### config.mk
export PLATFORM = sky130hd
export DESIGN_NAME = frogger_game_ctrl_flat
export DESIGN_NICKNAME = d
export VERILOG_FILES = /design/src/rtl/frogger_game_if.sv /design/src/rtl/frogger_game_ctrl.sv /design/src/flat_wrapper.sv
export SDC_FILE = /design/constraint.sdc
export NUM_CORES = 1
export LEC_CHECK = 0
export BUFFER_PORTS_ARGS = -buffer_cell sky130_fd_sc_hd__buf_2
export CAP_MARGIN = 30
export CORE_ASPECT_RATIO = 1.1
export CORE_MARGIN = 8
export CORE_UTILIZATION = 37
export DETAILED_ROUTE_END_ITERATION = 8
export SLEW_MARGIN = 0
export SYNTH_ARGS = -nofsm -noshare
export SYNTH_HDL_FRONTEND = slang
export SYNTH_SLANG_ARGS = --single-unit
### constraint.sdc
create_clock -name clk -period 1.99 [get_ports clk]
set_clock_uncertainty 0.2 [all_clocks]
set_input_delay 0.0995 -clock clk [delete_from_list [all_inputs] [get_ports clk]]
set_output_delay 0.0995 -clock clk [all_outputs]
set_load 0.02 [all_outputs]
### src/rtl/frogger_game_if.sv
// Signal bundle between the Frogger datapath (collision logic, frog, cars, logs)
// and the game-flow sequencer. The sequencer uses the slave modport.
interface frogger_game_if #(
    parameter int SCORE_W = 14
);
    logic               frame_tick;
    logic               collision;
    logic               reached_end;
    logic [3:0]         dpad_input;
    logic [9:0]         frog_y;
    logic [1:0]         frog_state;
    logic [2:0]         game_state;
    logic               frog_respawn;
    logic [2:0]         lives;
    logic [SCORE_W-1:0] score;
    logic [2:0]         level;

    modport master (
        output frame_tick, collision, reached_end, dpad_input, frog_y,
        input  frog_state, game_state, frog_respawn, lives, score, level
    );

    modport slave (
        input  frame_tick, collision, reached_end, dpad_input, frog_y,
        output frog_state, game_state, frog_respawn, lives, score, level
    );
endinterface

### src/rtl/frogger_game_ctrl.sv
// Frogger game-flow sequencer: lives, score, level and frog freeze/respawn control.
// Optional build macro FROGGER_BONUS_LIFE_EN: every level-up also grants a life (max 7).
module frogger_game_ctrl #(
    parameter int LIVES_INIT   = 3,
    parameter int DEATH_FRAMES = 60,
    parameter int WIN_FRAMES   = 90,
    parameter int SCORE_W      = 14,
    parameter int HOP_POINTS   = 10,
    parameter int HOME_POINTS  = 50,
    parameter int INIT_Y       = 448
) (
    input  logic           clk,
    input  logic           reset_n,
    frogger_game_if.slave  bus
);

    typedef enum logic [2:0] {
        IDLE     = 3'd0,
        PLAY     = 3'd1,
        DYING    = 3'd2,
        LEVELUP  = 3'd3,
        GAMEOVER = 3'd4
    } game_state_e;

    localparam logic [2:0] LIVES_MAX  = 3'd7;
    localparam logic [2:0] LEVEL_MAX  = 3'd7;
    localparam logic [9:0] SPAWN_Y    = 10'(INIT_Y);
    // Counter holds ticks already seen, so expiry is on the tick that makes it the limit.
    localparam logic [7:0] DEATH_LAST = 8'(DEATH_FRAMES - 1);
    localparam logic [7:0] WIN_LAST   = 8'(WIN_FRAMES - 1);

    function automatic logic [SCORE_W-1:0] sat_add(input logic [SCORE_W-1:0] a,
                                                   input int unsigned         pts);
        logic [SCORE_W:0] sum;
        sum = {1'b0, a} + (SCORE_W + 1)'(pts);
        return sum[SCORE_W] ? {SCORE_W{1'b1}} : sum[SCORE_W-1:0];
    endfunction

    // D-pad synchronizer and rising-edge detect
    logic [3:0] dpad_s1, dpad_s2, dpad_s3;
    logic       start;

    // NOTE: sequential state is written with non-blocking assignments only, so every
    // flop samples the pre-edge value of its neighbours regardless of statement order.
    always_ff @(posedge clk or negedge reset_n) begin
        if (!reset_n) begin
            dpad_s1 <= '0;
            dpad_s2 <= '0;
            dpad_s3 <= '0;
        end else begin
            dpad_s1 <= bus.dpad_input;
            dpad_s2 <= dpad_s1;
            dpad_s3 <= dpad_s2;
        end
    end

    assign start = |(dpad_s2 & ~dpad_s3);

    game_state_e        state_q, state_d;
    logic [1:0]         frog_state_q, frog_state_d;
    logic               respawn_q, respawn_d;
    logic [2:0]         lives_q, lives_d;
    logic [SCORE_W-1:0] score_q, score_d;
    logic [2:0]         level_q, level_d;
    logic [9:0]         best_y_q, best_y_d;
    logic [7:0]         frame_cnt_q, frame_cnt_d;

    always_ff @(posedge clk or negedge reset_n) begin
        if (!reset_n) begin
            state_q      <= IDLE;
            frog_state_q <= 2'b00;
            respawn_q    <= 1'b0;
            lives_q      <= '0;
            score_q      <= '0;
            level_q      <= '0;
            best_y_q     <= SPAWN_Y;
            frame_cnt_q  <= '0;
        end else begin
            state_q      <= state_d;
            frog_state_q <= frog_state_d;
            respawn_q    <= respawn_d;
            lives_q      <= lives_d;
            score_q      <= score_d;
            level_q      <= level_d;
            best_y_q     <= best_y_d;
            frame_cnt_q  <= frame_cnt_d;
        end
    end

    // NOTE: every signal written here gets a default first; a path that skipped one
    // would infer a latch instead of combinational logic.
    always_comb begin
        state_d     = state_q;
        respawn_d   = 1'b0;
        lives_d     = lives_q;
        score_d     = score_q;
        level_d     = level_q;
        best_y_d    = best_y_q;
        frame_cnt_d = frame_cnt_q;

        case (state_q)
            IDLE, GAMEOVER: begin
                if (start) begin
                    lives_d   = 3'(LIVES_INIT);
                    score_d   = '0;
                    level_d   = '0;
                    best_y_d  = SPAWN_Y;
                    respawn_d = 1'b1;
                    state_d   = PLAY;
                end
            end
            PLAY: begin
                if (bus.collision) begin
                    state_d = DYING;
                    if (lives_q != '0) lives_d = lives_q - 3'd1;
                end else if (bus.reached_end) begin
                    state_d = LEVELUP;
                    score_d = sat_add(score_q, HOME_POINTS);
                    if (level_q != LEVEL_MAX) level_d = level_q + 3'd1;
`ifdef FROGGER_BONUS_LIFE_EN
                    if (lives_q != LIVES_MAX) lives_d = lives_q + 3'd1;
`else
                    lives_d = lives_q;
`endif
                end else if (bus.frog_y < best_y_q) begin
                    score_d  = sat_add(score_q, HOP_POINTS);
                    best_y_d = bus.frog_y;
                end
            end
            DYING: begin
                if (bus.frame_tick) begin
                    if (frame_cnt_q == DEATH_LAST) begin
                        if (lives_q == '0) begin
                            state_d = GAMEOVER;
                        end else begin
                            state_d   = PLAY;
                            respawn_d = 1'b1;
                            best_y_d  = SPAWN_Y;
                        end
                    end else begin
                        frame_cnt_d = frame_cnt_q + 8'd1;
                    end
                end
            end
            LEVELUP: begin
                if (bus.frame_tick) begin
                    if (frame_cnt_q == WIN_LAST) begin
                        state_d   = PLAY;
                        respawn_d = 1'b1;
                        best_y_d  = SPAWN_Y;
                    end else begin
                        frame_cnt_d = frame_cnt_q + 8'd1;
                    end
                end
            end
            default: state_d = IDLE;
        endcase

        // Any transition restarts the frame timer, even if a tick arrived this cycle.
        if (state_d != state_q) frame_cnt_d = '0;

        frog_state_d = (state_d == PLAY) ? 2'b01 : 2'b00;
    end

    assign bus.game_state   = state_q;
    assign bus.frog_state   = frog_state_q;
    assign bus.frog_respawn = respawn_q;
    assign bus.lives        = lives_q;
    assign bus.score        = score_q;
    assign bus.level        = level_q;

endmodule

### src/flat_wrapper.sv
// flat-port wrapper written by rule: the top's interface ports become plain ports
module frogger_game_ctrl_flat 
#(
    parameter int LIVES_INIT   = 3,
    parameter int DEATH_FRAMES = 60,
    parameter int WIN_FRAMES   = 90,
    parameter int SCORE_W      = 14,
    parameter int HOP_POINTS   = 10,
    parameter int HOME_POINTS  = 50,
    parameter int INIT_Y       = 448
)
  (clk, reset_n, bus_frame_tick, bus_collision, bus_reached_end, bus_dpad_input, bus_frog_y, bus_frog_state, bus_game_state, bus_frog_respawn, bus_lives, bus_score, bus_level);
  frogger_game_if #(.SCORE_W(SCORE_W)) bus_i ();
  input  logic clk;
  input  logic reset_n;
  input wire logic [$bits(bus_i.frame_tick)-1:0] bus_frame_tick;
  input wire logic [$bits(bus_i.collision)-1:0] bus_collision;
  input wire logic [$bits(bus_i.reached_end)-1:0] bus_reached_end;
  input wire logic [$bits(bus_i.dpad_input)-1:0] bus_dpad_input;
  input wire logic [$bits(bus_i.frog_y)-1:0] bus_frog_y;
  output wire logic [$bits(bus_i.frog_state)-1:0] bus_frog_state;
  output wire logic [$bits(bus_i.game_state)-1:0] bus_game_state;
  output wire logic [$bits(bus_i.frog_respawn)-1:0] bus_frog_respawn;
  output wire logic [$bits(bus_i.lives)-1:0] bus_lives;
  output wire logic [$bits(bus_i.score)-1:0] bus_score;
  output wire logic [$bits(bus_i.level)-1:0] bus_level;
  assign bus_i.frame_tick = bus_frame_tick;
  assign bus_i.collision = bus_collision;
  assign bus_i.reached_end = bus_reached_end;
  assign bus_i.dpad_input = bus_dpad_input;
  assign bus_i.frog_y = bus_frog_y;
  assign bus_frog_state = bus_i.frog_state;
  assign bus_game_state = bus_i.game_state;
  assign bus_frog_respawn = bus_i.frog_respawn;
  assign bus_lives = bus_i.lives;
  assign bus_score = bus_i.score;
  assign bus_level = bus_i.level;
  frogger_game_ctrl #(.LIVES_INIT(LIVES_INIT), .DEATH_FRAMES(DEATH_FRAMES), .WIN_FRAMES(WIN_FRAMES), .SCORE_W(SCORE_W), .HOP_POINTS(HOP_POINTS), .HOME_POINTS(HOME_POINTS), .INIT_Y(INIT_Y)) u_core (.clk(clk), .reset_n(reset_n), .bus(bus_i));
endmodule
==> results.yml <==
run_status:
  status: "complete, but fails checks"
  violations: "setup timing"
pwr:
  ir_drop_mv: 0.621
  pwr-share-seq_pct: 35.4
  leakage_uw: 0.00213
  power_density_nw_per_um2: 918
  combPwrFrac_pct: 46.9
  p_int_uw: 2700
  netSwitchingPower_uw: 1590
  p_sw_share_pct: 37.1
  clockPowerShare_pct: 17.7
finish:
  drive_above_1_share_pct: 40.2
  synthToLayoutAreaGrowth_pct: 45.1
  multi_input_area_um2: 1890
  fin_util_pct: 55.7
  final_cells: 589
  num_antenna_cells: 0
  fin_area_um2: 4680
  regArea_um2: 1380
  n_fill_cell: 774
  nets: 512
routing:
  via_count: 3039
  drt_iter0_markers: 122
  via_per_inst: 5.16
  drt_wl_total_um: 8970
  drc: 0
  firstDrtPassIters: 5
  avgRoutedWirePerCell_um: 15.2
  antenna_left: 0
synth:
  ys.flop_type: "dfrtp_1"
  synth_top_area_cell: "dfrtp_1"
  synth_common_cells: "dfrtp_1, nor2_1, nand2_1"
  syn_avg_cell_area_um2: 9.55
  synth_top_area_share_pct: 40.3
  netlist_instances: 338
  ys_seq_area_share_pct: 42.8
  synthArstFlopShare_pct: 100
  synth_seq_cells: 55
  synth_edf_count: 0
  yosysMostFrequentCell: "dfrtp_1"
  synth_area_um2: 3230
  synth.distinct_cells: 68
  synthTopCellsByArea: "dfrtp_1, ha_1, nor2_1, mux2i_1, nand2_1"
  yosys_warnings: 0
  syn-num-nets: 373
critical_path:
  cp.required_ns: 2.02
  critical_path_class: "register to register"
  arrival_ns: 2.25
  start_kind: "register"
  end_kind: "register"
  cp_max_fo: 5
floorplanning:
  dieHeight_um: 114
  die_w_um: 105
  start_util_pct: 38.4
  rows: 35
  dieArea_um2: 12000
  io_pins: 45
  core_area_um2: 8410
placement:
  routabilityCongestion: 0.876
  dp_hpwl_um: 6620
  port_buffers: 43
  dpl_cell_area_um2: 4170
  place_inst: 553
clock_tree:
  cts_root_buffer: "clkbuf_8"
  numCtsBuffers: 5
  clock_sinks: 55
  worstSkewPairLatency_ns: 0.32
  cts.clk_slew.worst_paths_ns: 0.10
  cts_max_path_buffers: 2
  ctsHtreeMaxLevel: 2
  cts_tree: "yes"
grt:
  grt_pass1_vias: 3290
  use_met2_pct: 27.0
  track_usage_pct: 15.4
  grt_pass1_wl_um: 15400
  grt_max_degree: 36
  top_usage_layer: "met2"
  gr-total-overflow: 0
  antenna_found_initial: 0
  use_met1_pct: 18.3
  grt_util_met3_pct: 2.88
sta:
  timing.hold.ws_ns: 0.126
  rsz0062_at_grt: "yes"
  drv_slew: 0
  hold_violations: 0
  fin_crit_sh_pct: 112
  timing.fmax_ghz: 0.450
  timing.final.ws_setup_ns: -0.233
  finalSetupViolCount: 24
  period_minus_slack_ns: 2.22
  tns_ns: -4.13
min_path:
  hp-class: "primary input to async pin"
job:
  drv_cap: 0
[flip-flops by register name (all words and copies together) (netlist names)]
| signal | flops |
|---|---|
| u_core.bus.score | 14 |
| u_core.best_y_q | 10 |
| u_core.frame_cnt_q | 8 |
| u_core.dpad_s1 | 4 |
| u_core.dpad_s2 | 4 |
| u_core.dpad_s3 | 4 |
| u_core.bus.game_state | 3 |
| u_core.bus.level | 3 |
| u_core.bus.lives | 3 |
| u_core.bus.frog_respawn | 1 |
| u_core.bus.frog_state | 1 |
[power groups by stage]
stage / combinational [uW] / clock, uW / sequential [uW]
floorplan: 884 / 0 / 1640
global placement: 1740 / 0 / 1540
detailed placement: 1770 / 0 / 1540
CTS: 1920 / 793 / 1520
global route: 2200 / 831 / 1550
finish: 2010 / 760 / 1520
[stage by stage]
stage          total power (uW)  setup WS, ns
2_1_floorplan              2530        -0.164
3_3_place_gp               3280        -0.262
3_5_place_dp               3320        -0.285
4_1_cts                    4230        -0.227
5_1_grt                    4580        -0.318
6_report                   4300        -0.233
[layer usage]
layer | vias up | share of wire (%)
met3 | 14 | 3.9
met4 | 0 | 1.7
met1 | 1478 | 43
met2 | 54 | 51
li1 | 1493 | -
met5 | - | 0
[worst max-delay path, stage by stage (launching register included)]
cell     delay, ns
dfstp_2       0.54
inv_2         0.05
ha_4          0.23
a211o_1       0.26
a21oi_2       0.14
o32a_4        0.20
o21a_4        0.16
buf_6         0.12
a21oi_2       0.05
a31oi_1       0.19
[layout make-up]
type | count | area share, %
Sequential cell | 55 | 29.6
Timing Repair Buffer | 145 | 23.3
Inverter | 18 | 1.44
Clock inverter | 3 | 0.936
Tap cell | 111 | 2.97
Clock buffer | 5 | 1.47
Multi-Input combinational cell | 252 | 40.3
[kinds of logic (layout without fill, tap and decap cells)]
logic type | count (synthesis) | in the layout | synth area share (%)
AND/OR/NAND/NOR | 125 | 125 | 19.7
AO/OA/AOI/OAI | 85 | 85 | 19.4
flip-flops | 55 | 55 | 42.8
buffers and inverters | 31 | 171 | 4.46
adder cells (fa/ha/maj) | 16 | 16 | 6.20
multiplexers | 13 | 13 | 4.07
XOR/XNOR | 12 | 12 | 3.26
other | 1 | 1 | 0.116
[cells in the final DEF (no fill, tap or decap), drive strengths merged, types with 5 or more instances in the layout]
cell type      n
a21oi         20
and3           5
buf          128
clkbuf         5
dfrtp         52
dlygate4sd3   17
ha            16
inv           18
mux2i         12
nand2         30
nand2b         5
nand3          9
nand4          5
nor2          38
nor2b          6
nor3           8
o211ai         8
o21a           5
o21ai         14
xnor2          7
xor2           5
[worst paths after layout]
check | from | to | slack [ns] | cells after the start
max | u_core.best_y_q[7] | u_core.bus.score[4] | -0.23 | 9
min | reset_n | u_core.bus.frog_state[0] | 0.13 | 2
max reg2reg | u_core.best_y_q[7] | u_core.bus.score[4] | -0.23 | 9
min reg2reg | u_core.dpad_s1[1] | u_core.dpad_s2[1] | 0.16 | 0
max in group asynchronous | reset_n | u_core.best_y_q[7] | 0.86 | 3
min in group clk | bus_collision | u_core.bus.level[1] | 0.13 | 4
[repair_timing]
item                                   CTS  global route
buffers inserted                         3             9
pin swaps                               14            12
hold buffers                            17             0
setup endpoints to repair               31            37
resized for setup                       21            19
endpoints found under the hold margin   67             0
Power figures use the tool's default switching activity.
